===== src/rtl/uart_ram_host.sv =====
// ---------------------------------------------------------------------------
// uart_ram_host
//   Host-side UART initiator for the uart_ram command protocol. Parallel
//   write/read requests are serialized on txd as command/address(/data)
//   frames (8N1, LSB first). For reads, the one-byte response on rxd is
//   deserialized into rd_data.
//
// Ports
//   sys_clk      : single clock
//   rst_n        : asynchronous active-low reset
//   cmd_valid    : request present
//   cmd_ready    : block is IDLE and can accept a request
//   cmd_we       : 1 = write, 0 = read
//   cmd_addr     : RAM address
//   cmd_wdata    : write data (ignored for reads)
//   done         : one-cycle pulse on successful completion
//   rd_valid     : one-cycle pulse when rd_data is updated
//   rd_data      : last successfully read byte
//   err_timeout  : one-cycle pulse when no read response starts in time
//   err_frame    : one-cycle pulse when the response stop bit is 0
//   busy         : high whenever the block is not IDLE
//   txd          : serial out, idle high
//   rxd          : serial in, asynchronous
// ---------------------------------------------------------------------------
module uart_ram_host #(
    parameter int unsigned CLKS_PER_BIT = 64,
    parameter int unsigned TIMEOUT_BITS = 32,
    parameter logic [7:0]  CMD_W        = 8'hF0,
    parameter logic [7:0]  CMD_R        = 8'h0F
) (
    input  logic       sys_clk,
    input  logic       rst_n,
    input  logic       cmd_valid,
    output logic       cmd_ready,
    input  logic       cmd_we,
    input  logic [7:0] cmd_addr,
    input  logic [7:0] cmd_wdata,
    output logic       done,
    output logic       rd_valid,
    output logic [7:0] rd_data,
    output logic       err_timeout,
    output logic       err_frame,
    output logic       busy,
    output logic       txd,
    input  logic       rxd
);

    localparam logic [15:0] BIT_LAST  = 16'(CLKS_PER_BIT - 1);
    localparam logic [15:0] HALF_LAST = 16'(CLKS_PER_BIT / 2 - 1);
    localparam logic [31:0] TO_LAST   = 32'(TIMEOUT_BITS * CLKS_PER_BIT - 1);

    typedef enum logic [2:0] {
        S_IDLE,
        S_TX_START,
        S_TX_DATA,
        S_TX_STOP,
        S_RX_WAIT,
        S_RX_START,
        S_RX_DATA,
        S_RX_STOP
    } state_t;

    state_t      r_state;
    state_t      w_next;

    logic [15:0] r_clk_cnt;
    logic [2:0]  r_bit_idx;
    logic [1:0]  r_byte_idx;
    logic [31:0] r_to_cnt;
    logic [7:0]  r_tx_shift;
    logic [7:0]  r_rx_shift;
    logic        r_we;
    logic [7:0]  r_addr;
    logic [7:0]  r_wdata;
    logic        r_rx_s1;
    logic        r_rx_s2;
    logic        r_rx_s3;
    logic        r_done;
    logic        r_rd_valid;
    logic        r_err_timeout;
    logic        r_err_frame;
    logic [7:0]  r_rd_data;

    logic        w_bit_end;
    logic        w_half;
    logic        w_to_end;
    logic        w_last_bit;
    logic        w_last_byte;
    logic        w_rx_fall;
    logic [7:0]  w_tx_byte;
    logic        w_done_n;
    logic        w_rdv_n;
    logic        w_eto_n;
    logic        w_efr_n;
    logic        w_txd;

    assign w_bit_end   = (r_clk_cnt == BIT_LAST);
    assign w_half      = (r_clk_cnt == HALF_LAST);
    assign w_to_end    = (r_to_cnt == TO_LAST);
    assign w_last_bit  = (r_bit_idx == 3'd7);
    assign w_last_byte = r_we ? (r_byte_idx == 2'd2) : (r_byte_idx == 2'd1);
    // Falling edge of the synchronized rxd (s3 is the previous s2 value).
    assign w_rx_fall   = r_rx_s3 & ~r_rx_s2;

    always_comb begin
        w_tx_byte = r_wdata;
        case (r_byte_idx)
            2'd0:    w_tx_byte = r_we ? CMD_W : CMD_R;
            2'd1:    w_tx_byte = r_addr;
            default: w_tx_byte = r_wdata;
        endcase
    end

    // State register
    always_ff @(posedge sys_clk or negedge rst_n) begin
        if (!rst_n) r_state <= S_IDLE;
        else        r_state <= w_next;
    end

    // Next-state and completion/error pulse decode
    always_comb begin
        w_next   = r_state;
        w_done_n = 1'b0;
        w_rdv_n  = 1'b0;
        w_eto_n  = 1'b0;
        w_efr_n  = 1'b0;
        case (r_state)
            S_IDLE: begin
                if (cmd_valid) w_next = S_TX_START;
            end
            S_TX_START: begin
                if (w_bit_end) w_next = S_TX_DATA;
            end
            S_TX_DATA: begin
                if (w_bit_end && w_last_bit) w_next = S_TX_STOP;
            end
            S_TX_STOP: begin
                if (w_bit_end) begin
                    if (!w_last_byte) begin
                        w_next = S_TX_START;
                    end else if (r_we) begin
                        w_next   = S_IDLE;
                        w_done_n = 1'b1;
                    end else begin
                        w_next = S_RX_WAIT;
                    end
                end
            end
            S_RX_WAIT: begin
                if (w_to_end) begin
                    w_next  = S_IDLE;
                    w_eto_n = 1'b1;
                end else if (w_rx_fall) begin
                    w_next = S_RX_START;
                end
            end
            S_RX_START: begin
                if (w_to_end) begin
                    w_next  = S_IDLE;
                    w_eto_n = 1'b1;
                end else if (w_half) begin
                    w_next = r_rx_s2 ? S_RX_WAIT : S_RX_DATA;
                end
            end
            S_RX_DATA: begin
                if (w_bit_end && w_last_bit) w_next = S_RX_STOP;
            end
            S_RX_STOP: begin
                if (w_bit_end) begin
                    w_next = S_IDLE;
                    if (r_rx_s2) begin
                        w_done_n = 1'b1;
                        w_rdv_n  = 1'b1;
                    end else begin
                        w_efr_n = 1'b1;
                    end
                end
            end
            default: w_next = S_IDLE;
        endcase
    end

    // Datapath, counters and registered outputs
    always_ff @(posedge sys_clk or negedge rst_n) begin
        if (!rst_n) begin
            r_clk_cnt     <= '0;
            r_bit_idx     <= '0;
            r_byte_idx    <= '0;
            r_to_cnt      <= '0;
            r_tx_shift    <= '0;
            r_rx_shift    <= '0;
            r_we          <= 1'b0;
            r_addr        <= '0;
            r_wdata       <= '0;
            r_rx_s1       <= 1'b1;
            r_rx_s2       <= 1'b1;
            r_rx_s3       <= 1'b1;
            r_done        <= 1'b0;
            r_rd_valid    <= 1'b0;
            r_err_timeout <= 1'b0;
            r_err_frame   <= 1'b0;
            r_rd_data     <= '0;
        end else begin
            r_rx_s1 <= rxd;
            r_rx_s2 <= r_rx_s1;
            r_rx_s3 <= r_rx_s2;

            if (r_state == S_IDLE || r_state == S_RX_WAIT)
                r_clk_cnt <= '0;
            else if (w_next != r_state || w_bit_end)
                r_clk_cnt <= '0;
            else
                r_clk_cnt <= r_clk_cnt + 16'd1;

            // Timeout runs through RX_WAIT and RX_START (including glitch
            // returns to RX_WAIT) and is cleared everywhere else.
            if (r_state == S_RX_WAIT || r_state == S_RX_START)
                r_to_cnt <= r_to_cnt + 32'd1;
            else
                r_to_cnt <= '0;

            if (r_state == S_IDLE) begin
                r_bit_idx  <= '0;
                r_byte_idx <= '0;
                if (cmd_valid) begin
                    r_we    <= cmd_we;
                    r_addr  <= cmd_addr;
                    r_wdata <= cmd_wdata;
                end
            end

            if (r_state == S_TX_START && w_bit_end)
                r_tx_shift <= w_tx_byte;

            if (r_state == S_TX_DATA && w_bit_end) begin
                r_tx_shift <= {1'b0, r_tx_shift[7:1]};
                r_bit_idx  <= r_bit_idx + 3'd1;
            end

            if (r_state == S_TX_STOP && w_bit_end)
                r_byte_idx <= r_byte_idx + 2'd1;

            if (r_state == S_RX_DATA && w_bit_end) begin
                r_rx_shift <= {r_rx_s2, r_rx_shift[7:1]};
                r_bit_idx  <= r_bit_idx + 3'd1;
            end

            if (w_rdv_n)
                r_rd_data <= r_rx_shift;

            r_done        <= w_done_n;
            r_rd_valid    <= w_rdv_n;
            r_err_timeout <= w_eto_n;
            r_err_frame   <= w_efr_n;
        end
    end

    // txd is decoded from the state register so reset forces it high at once.
    always_comb begin
        w_txd = 1'b1;
        case (r_state)
            S_TX_START: w_txd = 1'b0;
            S_TX_DATA:  w_txd = r_tx_shift[0];
            default:    w_txd = 1'b1;
        endcase
    end

    assign txd         = w_txd;
    assign cmd_ready   = (r_state == S_IDLE);
    assign busy        = (r_state != S_IDLE);
    assign done        = r_done;
    assign rd_valid    = r_rd_valid;
    assign rd_data     = r_rd_data;
    assign err_timeout = r_err_timeout;
    assign err_frame   = r_err_frame;

endmodule


===== config.mk =====
export PLATFORM = sky130hd
export DESIGN_NAME = uart_ram_host
export DESIGN_NICKNAME = d
export VERILOG_FILES = /design/src/rtl/uart_ram_host.sv
export SDC_FILE = /design/constraint.sdc
export NUM_CORES = 1
export LEC_CHECK = 0
export ABC_AREA = 1
export CORE_MARGIN = 5
export CORE_UTILIZATION = 59
export DETAILED_ROUTE_END_ITERATION = 8
export GPL_TIMING_DRIVEN = 0
export PLACE_DENSITY = 0.88
export SLEW_MARGIN = 10
export SYNTH_ARGS = -nofsm -noshare
export SYNTH_HDL_FRONTEND = slang
export SYNTH_SLANG_ARGS = --single-unit

===== constraint.sdc =====
create_clock -name sys_clk -period 2.2 [get_ports sys_clk]
set_input_delay 0.44 -clock sys_clk [delete_from_list [all_inputs] [get_ports sys_clk]]
set_output_delay 0.44 -clock sys_clk [all_outputs]
set_load 0.02 [all_outputs]

==> Word level (Yosys, flattened, before mapping) <==
Index checks and enable logic that the tools add are counted.
Widths: inputs -> output; s select.
{ "word_totals": {"regBits": 104, "latch_bits": 0, "ram_bits": 0, "mem_bits_ro": 0, "inputBits": 21, "out_inout_bits": 15, "wordCells": 94, "mem_count": 0} }
{ "op_classes": {"addsub": 4, "multipliers": 0, "div": 0, "n_lt_le_gt_ge": 0, "n_eq_ne": 14, "shift": 0, "muxes": 40, "n_bitwise": 2, "reduce_logical": 16} }
{ "op_table": {"columns": ["operator", "count"], "rows": [
  ["$mux 3", 15],
  ["$add 32x1->32 const B", 1],
  ["$eq 32x11->1 const B", 1],
  ["$mux 16", 2],
  ["$mux 32", 1],
  ["$mux 8", 3],
  ["$pmux 3 s8", 1],
  ["$add 16x1->16 const B", 1],
  ["$eq 16x5->1 const B", 1],
  ["$eq 16x6->1 const B", 1],
  ["$pmux 8 s2", 1],
  ["$eq 3x3->1 const B", 5],
  ["$mux 1", 12],
  ["$eq 3x2->1 const B", 2],
  ["$mux 2", 3],
  ["$reduce_bool 3->1", 2],
  ["$logic_and 1x1->1", 5],
  ["$pmux 1 s2", 2],
  ["$reduce_bool 2->1", 2],
  ["$add 3x1->3 const B", 1],
  ["$eq 3x1->1 const B", 1],
  ["$logic_not 3->1", 1],
  ["$logic_or 1x1->1", 3],
  ["$ne 3x3->1", 1],
  ["8 further kinds", 8]
]} }

==> Logic depth before layout (Yosys ltp) <==
{ "depth": {"ltp_word": 9, "mapped_depth": 15, "mapped_depth_nobuf": 14} }

==> Worst setup path before layout <==
Ideal clock, no wire load.
{ "synth_timing": {"kind": "register to register", "start": "register r_state[1]", "end": "register r_clk_cnt[11]", "setup_time_ns": 0.122, "t_arrival_ns": 1.777, "required_time_ns": 2.078, "slack_ns": 0.300, "stages_incl_launch_ff": 11, "path_buffers": 2, "synth_period_minus_slack_ns": 1.900, "path_cell_list": "dfrtp_1 -> nor2_2 -> inv_2 -> nor2_2 -> nand2_1 -> buf_2 -> nand4_1 -> nand2_1 -> nand2_4 -> buf_6 -> nor2_2"} }
{ "synth_between": {"elab_cells_between_ends": 24, "cone_classes": "eq/ne: 8; mux: 13; reduce/logical: 3"} }
{ "synth_lines": {"columns": ["element", "line", "source"], "rows": [
  ["from (decl)", "63", "state_t r_state;"],
  ["from (signal assigned)", "117", "else r_state <= w_next;"],
  ["$logic_not 3->1 (*)", null, null],
  ["named net cmd_ready", "34", "output logic cmd_ready,"],
  ["$pmux 3 s8", "127", "case (r_state)"],
  ["$ne 3x3->1", "210", "else if (w_next != r_state || w_bit_end)"],
  ["$logic_or 1x1->1", "210", null],
  ["$mux 16", "210", null],
  ["$mux 16 (*)", "208", "if (r_state == S_IDLE || r_state == S_RX_WAIT)"],
  ["to (signal assigned)", "213", "r_clk_cnt <= r_clk_cnt + 16'd1;"],
  ["to (decl)", "66", "logic [15:0] r_clk_cnt;"]
]} }
Mark *: on every way through the listed nets, which the timed path passes. The rest lies on a longest branch.
A chain may end at the register's enable or synchronous reset.

==> Worst setup path after layout <==
{ "layout_timing": {"start": "register r_state[1]", "end": "output port busy"} }
{ "layout_between": {"elab_chain_len": 1} }
{ "layout_rtl": {"columns": ["element", "line", "source"], "rows": [
  ["$reduce_bool 3->1", "270", "assign busy = (r_state != S_IDLE);"],
  ["to (decl)", "43", "output logic busy,"]
]} }
Every way passes these cells.

==> results.sh <==
export IMPL_status="finished clean"
export IMPL_placed_cells=781
export IMPL_grt_use_total=0.212
export IMPL_drc=0
export IMPL_cp_required_ps=1760
export IMPL_ys_types=36
export IMPL_critPathArrivalTime_ps=1680
export IMPL_cts_tree="built"
export IMPL_fin_crit_sh=0.962
export IMPL_final_hold_violation_count=0
export IMPL_p_leak_nw=2.82
export IMPL_yosys_register_bits=104
export IMPL_diodes=0
export IMPL_synth_largest_area_cell="dfrtp_1"
export IMPL_final_setup_tns_ps=0
export IMPL_core_area_um2=8720
export IMPL_dr_pass1_iters=6
export IMPL_endpoint_kind="output port"
export IMPL_rows=34
export IMPL_setup_viol=0
export IMPL_clock_latency_ps=380
export IMPL_ir_worst_vdd_uv=320
export IMPL_dieArea_um2=10900
export IMPL_die_w_um=105
export IMPL_wl_per_cell_um=14.4
export IMPL_routed_wl_um=11600
export IMPL_netlist_area_um2=5280
export IMPL_grt_antenna_before_repair=0
export IMPL_drv_cap=0
export IMPL_final_cells=804
export IMPL_syn_inst=637
export IMPL_finalCriticalPeriod_ps=2120
export IMPL_h_tree_depth=3
export IMPL_worst_pin_slew_ps=604
export IMPL_dp_hpwl_um=8020
export IMPL_r2r_start="r_to_cnt[0]"
export IMPL_drtIter0Drc=323
export IMPL_grt_pass1_vias=4269
export IMPL_yosys_top_cells_count="nand2_1, dfrtp_1, nor2_1, inv_1, o21ai_0"
export IMPL_p_per_area_nw_per_um2=522
export IMPL_yosysMostFrequentCell="nand2_1"
export IMPL_whs_ps=54.2
export IMPL_synth_area_leaders="dfrtp_1, nand2_1, nor2_1, inv_1, o21ai_0"
export IMPL_grt_start_max_net_pins=60
export IMPL_timing_rr_end="r_clk_cnt[14]"
export IMPL_root_buffer="clkbuf_8"
export IMPL_setup_worst_path_start="r_state[1]"
export IMPL_num_vias=4511
export IMPL_rr_worst_depth=15
export IMPL_worst_setup_path_start_kind="register"
export IMPL_syn_nets=665
export IMPL_final_antenna_net_count=0
export IMPL_nets=719
export IMPL_cts_sinks=104
export IMPL_place_congestion=0.887
export IMPL_hold_class="input pin to asynchronous set/reset pin"
export IMPL_ys_seq_area_frac=0.494
export IMPL_die_h_um=105
export IMPL_path_clk_slew_ps=110
export IMPL_slew_violations=0
export IMPL_grt_remaining_overflow=0
export IMPL_cts_buffer_depth=2
export IMPL_synthArstFlopShare=1.00
export IMPL_io_buffers=35
export IMPL_fin_skew_ps=16.6
export IMPL_synth_avg_cell_area_um2=8.28
export IMPL_synth_top_area_frac=0.479
export IMPL_synthToLayoutAreaGrowth_pct=15.8
export IMPL_max_slew_margin=0.595
export IMPL_vias_per_cell=5.61
export IMPL_fmax_mhz=472
export IMPL_grt_pass1_wl_um=19600
export IMPL_drive_gt1_frac=0.154
export IMPL_rrSetupSlack_ps=140
export IMPL_ys_flop_type="dfrtp_1"
export IMPL_utilization=0.701
export IMPL_initial_core_util=0.605
export IMPL_synth_edf_count=0
export IMPL_crit_fanout=3
export IMPL_yosysWarnings=0
export IMPL_ios=36
export IMPL_cts_buffers=9
export IMPL_critPathKind="register to output port"
cells by family (layout without fill, tap and decap cells):
| group | count (synthesis) | count (layout) | synth area share |
|---|---|---|---|
| buf+inv | 97 | 156 | 0.0742 |
| mux | 16 | 16 | 0.0341 |
| xor+xnor | 8 | 8 | 0.0133 |
| simple gates | 319 | 319 | 0.273 |
| flops | 104 | 104 | 0.494 |
| compound gates | 86 | 86 | 0.0946 |
| fa+ha+maj | 7 | 7 | 0.0166 |
cells in the final DEF (no fill, tap or decap), types with 3 or more instances in the layout:
master and n:
a21oi_1 21, a221oi_1 8, buf_2 4, buf_4 8, clkbuf_1 3, clkbuf_8 10
clkdlybuf4s50_1 31, dfrtp_1 99, dfstp_2 3, ha_1 5, inv_1 80, inv_2 5
mux2_2 16, nand2_1 116, nand2_2 4, nand3_1 37, nand3_2 4, nand4_1 13
nor2_1 91, nor2_2 24, nor2_4 7, nor3_1 14, o211ai_1 9, o21ai_0 40
xnor2_1 5, xor2_1 3
where the power goes:
part           switching, W  internal, W  leakage (nW)
Clock              0.000724     0.000471        0.0982
Combinational     0.0000412    0.0000357          1.31
Sequential       0.00000216      0.00192          1.42
Total              0.000767      0.00242          2.82
sequential cells by signal, summed over array words and instances, names as in the netlist:
signal	cells
r_addr	8
r_rx_shift	8
err_frame	1
done	1
err_timeout	1
r_tx_shift	8
r_we	1
r_rx_s1	1
r_rx_s3	1
r_byte_idx	2
r_state	3
rd_valid	1
r_wdata	8
r_to_cnt	32
r_bit_idx	3
r_rx_s2	1
rd_data	8
r_clk_cnt	16
final cells by class:
class,count,area (um^2)
Buffer,12,82.6
Clock buffer,10,138
Fill cell,638,2610
Timing Repair Buffer,43,425
Inverter,85,319
Tap cell,108,135
Clock inverter,6,61.3
Sequential cell,104,2610
Multi-Input combinational cell,436,2340
worst max path at each step:
stage / to
finish: busy
global route: r_clk_cnt[4]
CTS: txd
detailed placement: busy
global placement: r_addr[7]
floorplan: r_clk_cnt[11]
routing by layer:
metal / share of wire / global-route usage
met1: 0.43 / 0.286
met2: 0.50 / 0.349
met3: 0.052 / 0.0450
met4: 0.020 / 0.0620
met5: 0 / 0
what timing repair did:
item,in CTS,in global routing
buffers inserted,5,2
setup endpoints to repair,3,20
resized for setup,6,21
hold buffers,0,0
pin swaps,1,2
metrics by stage:
| stage | setup slack, ps | area [um^2] | total power [W] |
|---|---|---|---|
| floorplan | 300 | 5280 | 0.00196 |
| global placement | -3040 | 5760 | 0.00203 |
| detailed placement | -40.1 | 5790 | 0.00203 |
| CTS | 31.0 | 6030 | 0.00320 |
| global route | -9.20 | 6110 | 0.00329 |
| finish | 82.8 | 6110 | 0.00319 |
critical path, stage by stage, from the launching register on:
cell and delay [ps]:
dfrtp_2 450, buf_4 150, nor2_4 90, inv_2 60, nor2_4 130, inv_1 110
dlygate4sd2_1 330
No activity file was read; power rests on OpenSTA's default activity.
